$ cat src/rtl/load_store_unit_pkg.sv
// Shared core types: data/memory widths, RV32I load/store funct3 encodings, decode helpers.
package load_store_unit_pkg;

    localparam int unsigned DATA_WIDTH      = 32;
    localparam int unsigned DMEM_ADDR_WIDTH = 8;

    localparam logic [2:0] F3_B  = 3'b000;
    localparam logic [2:0] F3_H  = 3'b001;
    localparam logic [2:0] F3_W  = 3'b010;
    localparam logic [2:0] F3_BU = 3'b100;
    localparam logic [2:0] F3_HU = 3'b101;

    // Stores accept only B/H/W; loads additionally accept the unsigned variants.
    function automatic logic f3_legal(input logic we, input logic [2:0] f3);
        logic ok;
        ok = (f3 == F3_B) || (f3 == F3_H) || (f3 == F3_W);
        if (!we) begin
            ok = ok || (f3 == F3_BU) || (f3 == F3_HU);
        end
        return ok;
    endfunction

    // Access size lives in funct3[1:0]; bytes are always aligned.
    function automatic logic addr_aligned(input logic [2:0] f3, input logic [1:0] off);
        logic ok;
        case (f3[1:0])
            2'b00:   ok = 1'b1;
            2'b01:   ok = ~off[0];
            2'b10:   ok = (off == 2'b00);
            default: ok = 1'b0;
        endcase
        return ok;
    endfunction

endpackage

$ cat src/rtl/lsu_align.sv
// Load lane extraction with sign/zero extension, and sub-word store lane merge.
module lsu_align
    import load_store_unit_pkg::*;
(
    input  logic [2:0]            funct3,
    input  logic [1:0]            byte_off,
    input  logic [DATA_WIDTH-1:0] rdata,
    input  logic [15:0]           wdata,
    output logic [DATA_WIDTH-1:0] load_data_c,
    output logic [DATA_WIDTH-1:0] merge_data_c
);

    logic [7:0]  byte_lane;
    logic [15:0] half_lane;

    // Select the addressed byte and halfword lanes of the memory word.
    always_comb begin
        byte_lane = rdata[{byte_off, 3'b000} +: 8];
        half_lane = byte_off[1] ? rdata[31:16] : rdata[15:0];
    end

    // Extend the selected lane to a full register value.
    always_comb begin
        load_data_c = '0;
        case (funct3)
            F3_B:    load_data_c = {{24{byte_lane[7]}}, byte_lane};
            F3_H:    load_data_c = {{16{half_lane[15]}}, half_lane};
            F3_W:    load_data_c = rdata;
            F3_BU:   load_data_c = {24'h0, byte_lane};
            F3_HU:   load_data_c = {16'h0, half_lane};
            default: load_data_c = '0;
        endcase
    end

    // Replace only the addressed lane of the old word for SB/SH.
    always_comb begin
        merge_data_c = rdata;
        case (funct3[1:0])
            2'b00:   merge_data_c[{byte_off, 3'b000} +: 8] = wdata[7:0];
            2'b01:   merge_data_c[{byte_off[1], 4'b0000} +: 16] = wdata;
            default: merge_data_c = rdata;
        endcase
    end

endmodule

$ cat src/rtl/load_store_unit.sv
// Load/store unit: single-outstanding request FSM in front of a 1-cycle read data memory.
module load_store_unit #(
    parameter int unsigned DATA_WIDTH = load_store_unit_pkg::DATA_WIDTH,
    parameter int unsigned ADDR_WIDTH = load_store_unit_pkg::DMEM_ADDR_WIDTH
) (
    input  logic                  clk,
    input  logic                  rst_n,
    input  logic                  req_valid,
    output logic                  req_ready,
    input  logic                  req_we,
    input  logic [2:0]            req_funct3,
    input  logic [31:0]           req_addr,
    input  logic [DATA_WIDTH-1:0] req_wdata,
    output logic                  resp_valid,
    output logic [DATA_WIDTH-1:0] resp_rdata,
    output logic                  resp_err,
    output logic [ADDR_WIDTH-1:0] mem_addr,
    output logic                  mem_we,
    output logic [DATA_WIDTH-1:0] mem_wdata,
    input  logic [DATA_WIDTH-1:0] mem_rdata
);
    import load_store_unit_pkg::*;

    localparam int unsigned BA_WIDTH = ADDR_WIDTH + 2;

    typedef enum logic [2:0] {
        S_IDLE,
        S_RD,
        S_RD_DATA,
        S_WR,
        S_ERR
    } state_t;

    state_t                state_q, state_d;
    logic                  we_q, we_d;
    logic [2:0]            funct3_q, funct3_d;
    logic [BA_WIDTH-1:0]   addr_q, addr_d;
    logic [DATA_WIDTH-1:0] wdata_q, wdata_d;

    logic [DATA_WIDTH-1:0] load_data_c;
    logic [DATA_WIDTH-1:0] merge_data_c;

    // Address bits above the memory size are dropped so accesses wrap.
    logic unused_addr_hi;
    assign unused_addr_hi = ^req_addr[31:BA_WIDTH];

    lsu_align u_align (
        .funct3       (funct3_q),
        .byte_off     (addr_q[1:0]),
        .rdata        (mem_rdata),
        .wdata        (wdata_q[15:0]),
        .load_data_c  (load_data_c),
        .merge_data_c (merge_data_c)
    );

    // Next state and request latch; decode/alignment are resolved at acceptance.
    always_comb begin
        state_d  = state_q;
        we_d     = we_q;
        funct3_d = funct3_q;
        addr_d   = addr_q;
        wdata_d  = wdata_q;
        case (state_q)
            S_IDLE: begin
                if (req_valid) begin
                    we_d     = req_we;
                    funct3_d = req_funct3;
                    addr_d   = req_addr[BA_WIDTH-1:0];
                    wdata_d  = req_wdata;
                    if (!f3_legal(req_we, req_funct3) || !addr_aligned(req_funct3, req_addr[1:0])) begin
                        state_d = S_ERR;
                    end else if (req_we && (req_funct3 == F3_W)) begin
                        state_d = S_WR;
                    end else begin
                        state_d = S_RD;
                    end
                end
            end
            S_RD:      state_d = S_RD_DATA;
            S_RD_DATA: state_d = S_IDLE;
            S_WR:      state_d = S_IDLE;
            S_ERR:     state_d = S_IDLE;
            default:   state_d = S_IDLE;
        endcase
    end

    // State and latched request registers.
    always_ff @(posedge clk or negedge rst_n) begin
        if (!rst_n) begin
            state_q  <= S_IDLE;
            we_q     <= 1'b0;
            funct3_q <= 3'b000;
            addr_q   <= '0;
            wdata_q  <= '0;
        end else begin
            state_q  <= state_d;
            we_q     <= we_d;
            funct3_q <= funct3_d;
            addr_q   <= addr_d;
            wdata_q  <= wdata_d;
        end
    end

    // Outputs decode directly from the state register so reset clears them at once.
    always_comb begin
        req_ready  = (state_q == S_IDLE);
        resp_valid = (state_q == S_RD_DATA) || (state_q == S_WR) || (state_q == S_ERR);
        resp_err   = (state_q == S_ERR);
        resp_rdata = ((state_q == S_RD_DATA) && !we_q) ? load_data_c : '0;
        mem_addr   = addr_q[BA_WIDTH-1:2];
        mem_we     = (state_q == S_WR) || ((state_q == S_RD_DATA) && we_q);
        mem_wdata  = (state_q == S_RD_DATA) ? merge_data_c : wdata_q;
    end

endmodule

$ cat config.mk
export PLATFORM = sky130hd
export DESIGN_NAME = load_store_unit
export DESIGN_NICKNAME = d
export VERILOG_FILES = /design/src/rtl/load_store_unit_pkg.sv /design/src/rtl/lsu_align.sv /design/src/rtl/load_store_unit.sv
export SDC_FILE = /design/constraint.sdc
export NUM_CORES = 1
export LEC_CHECK = 0
export CORE_AREA = 2 2 124 126
export DETAILED_ROUTE_END_ITERATION = 10
export DIE_AREA = 0 0 126 128
export HOLD_SLACK_MARGIN = 0.05
export PLACE_DENSITY = 0.61
export SLEW_MARGIN = 0
export SYNTH_ARGS = -nofsm -noshare
export SYNTH_HDL_FRONTEND = slang
export SYNTH_SLANG_ARGS = --single-unit
$ cat constraint.sdc
create_clock -name clk -period 2.8 [get_ports clk]
set_input_delay 0.56 -clock clk [delete_from_list [all_inputs] [get_ports clk]]
set_output_delay 0.56 -clock clk [all_outputs]
set_load 0.01 [all_outputs]
==> results.cfg <==
[floorplan]
ios = 179
num_rows = 45
start_util_pct = 24.26
die_area_um2 = 16130
die_h_um = 128
core_um2 = 14860
die_w_um = 126

[detailed_routing]
routedWlPerCell_um = 19.44
vias = 3815
post-route-drc-count = 0
vias_per_cell = 5.162
drtPass1Iterations = 6
routed_wl_um = 14360
antenna_left = 0
drt_iter0_markers = 263

[global_route]
grt.busiest_layer = met2
met2_usage_pct = 27.48
use_met3_pct = 4.591
grt_pass1_wl_um = 21660
antenna_found_initial = 0
use_met1_pct = 22.99
grt_use_total_pct = 17.28
grt_max_degree = 46
grt_overflow = 0
grt_pass1_vias = 3745

[sta]
fin_worst_skew_ns = 0.006433
fin_tns_setup_ns = -0.0009339
hold_violations = 0
fin_hold_ws_ns = 0.2461
layout_min_cycle_time_ns = 2.801
final_max_slew_viol_count = 0
finalSetupViolations = 1
slew_headroom_pct = 63.92
rsz0062_at_grt = true
tightestPinTransition_ns = 0.5412
fmax_mhz = 357.0
post-route-period-util_pct = 100.0
setup_slack_ns = -0.0009339

[critical_path]
critPathKind = reg2out
worstPathArrival_ns = 2.24
reg2reg_from = state_q[1]
cp.required_ns = 2.24
slowest_delay_ns = 0.56
critPathLaunchType = flop
cp-end-kind = output pin
critPathLaunch = addr_q[0]
crit_fanout = 9
cpMaxStageDelayCell = clkdlybuf4s50_1
cp_cell_sequence = buf_4, ha_1, nor2_1, or2_2, a32oi_2, o21ai_2, clkdlybuf4s50_1

[clocking]
clockBufferDepth = 2
htree_levels = 2
clock_sinks = 49
clkTransAtPathRegs_ns = 0.06
cts-buffers-inserted = 5
cts_root_buffer = clkbuf_16
clk_latency_ns = 0.29
postCtsHoldBufs = 0
cts_tree = yes

[hold_path]
worstHoldPathType = in2async

[logic_synthesis]
ys.flop_type = dfrtp_1
syn_nets = 475
avgSynthCellArea_um2 = 9.825
synth_area_um2 = 3606
synthCells = 367
synth_edf_count = 0
netlist.area_leader.share_pct = 34.00
async_flop_share_pct = 100.0
ys_seq_elements = 49
yosysSeqAreaShare_pct = 34.00
synthTopCellsByArea = dfrtp_1, mux2_2, a21oi_1
ys_warn_count = 0
ys_types = 47
synth_top_cell_by_area = dfrtp_1

[cells_and_area]
final_common_cell = clkdlybuf4s50_1
syn2layout_area_growth_pct = 59.89
drive_above_1_share_pct = 29.76
layout_common_cells = clkdlybuf4s50_1, mux2_2, buf_4, dfrtp_1, dlygate4sd2_1
postLayoutCellArea_um2 = 5766
nets = 659
fill_cells = 1515
insertedDiodeCount = 0

[power_and_ir_drop]
power_switching_mw = 1.247
p_clk_share_pct = 17.4
pwr-share-comb_pct = 51.1
p_leak_nw = 2.491
power_frac_seq_pct = 31.5
p_int_mw = 2.105
switching_share_pct = 37.20
ir_drop_v = 0.0002874
powerDensity_nw_per_um2 = 581.3

[status]
status = finished with violations
violations = negative setup slack

[placed_design]
gp_congestion = 0.8789
hpwl_um = 11460
port-buffer-count = 156
place_area_um2 = 5485

[job]
drv_cap = 0
## through the flow
step	setup WS, ns	util, %	cells	power (mW)
floorplan	0.4536	-	367	1.955
finish	-0.0009339	38.79	739	3.352
CTS	0.004618	38.29	735	3.319
detailed placement	-0.2617	36.90	719	2.739
global route	-0.1189	38.79	739	3.548
global placement	-0.2412	36.90	719	2.708
## registers in the layout, indices dropped and copies added, names as in the netlist
signal	count
we_q	1
funct3_q	3
state_q	3
addr_q	10
wdata_q	32
## layout make-up
class / count / area (µm²) / area share [%]
inverter: 5 / 18.77 / 0.3255
timing repair buffer: 215 / 1967 / 34.11
multi-input combinational: 275 / 2176 / 37.74
clock buffer: 5 / 125.1 / 2.170
tap: 188 / 235.2 / 4.080
clock inverter: 2 / 16.27 / 0.2821
sequential: 49 / 1227 / 21.29
## worst max-delay path: cells and delay by family (launching register included)
family | cells | cell delay, ns
and+or+nand+nor | 2 | 0.33
AOI/OAI and AO/OA | 2 | 0.26
adders and majority gates | 1 | 0.22
DFF | 1 | 0.39
buffers and inverters | 2 | 0.74
## cell usage after synthesis (all sizes together) (7+ instances only)
library cell / n
a21oi: 36
buf: 36
o21ai: 11
dfrtp: 49
nor2: 26
nand2: 36
and2: 10
a32oi: 8
a221oi: 8
a221o: 9
a222oi: 7
a32o: 7
mux2: 55
a22o: 8
a22oi: 17
## worst paths after layout
check | to | slack, ns | cells after the start
hold reg to reg | addr_q[2] | 0.51 | 1
setup reg to reg | wdata_q[26] | 1.01 | 5
hold / removal | addr_q[2] | 0.25 | 1
setup / recovery | mem_wdata[13] | -0.0009 | 7
min in group clk | addr_q[2] | 0.51 | 1
max in group asynchronous | funct3_q[1] | 1.94 | 2
## logic make-up (layout without fill, tap and decap cells)
logic type                 after synthesis  in the layout  synth area share [%]
buffers and inverters                   43            227                 8.397
AOI/OAI and AO/OA                      118            118                 23.80
and+or+nand+nor                         96             96                 14.61
adders and majority gates                5              5                 1.735
DFF                                     49             49                 34.00
muxes                                   56             56                 17.45
## layer usage
| layer | vias up | wire length, µm |
|---|---|---|
| li1 | 1754 | - |
| met1 | 1836 | 6330 |
| met2 | 202 | 6452 |
| met3 | 23 | 1241 |
| met4 | 0 | 337 |
| met5 | - | 0 |
## power by group through the flow
| stage | Clock (mW) | Sequential [mW] | Combinational, mW |
|---|---|---|---|
| 5_1_grt | 0.631 | 1.08 | 1.84 |
| 2_1_floorplan | 0 | 0.984 | 0.972 |
| 3_3_place_gp | 0 | 1.05 | 1.66 |
| 6_report | 0.583 | 1.06 | 1.71 |
| 3_5_place_dp | 0 | 1.06 | 1.68 |
| 4_1_cts | 0.596 | 1.05 | 1.67 |
## timing repair
item,CTS,global route
pin swaps,8,5
gates resized for setup,84,36
setup endpoints to repair,64,33
setup buffers,9,4
Power figures use the tool's default switching activity.
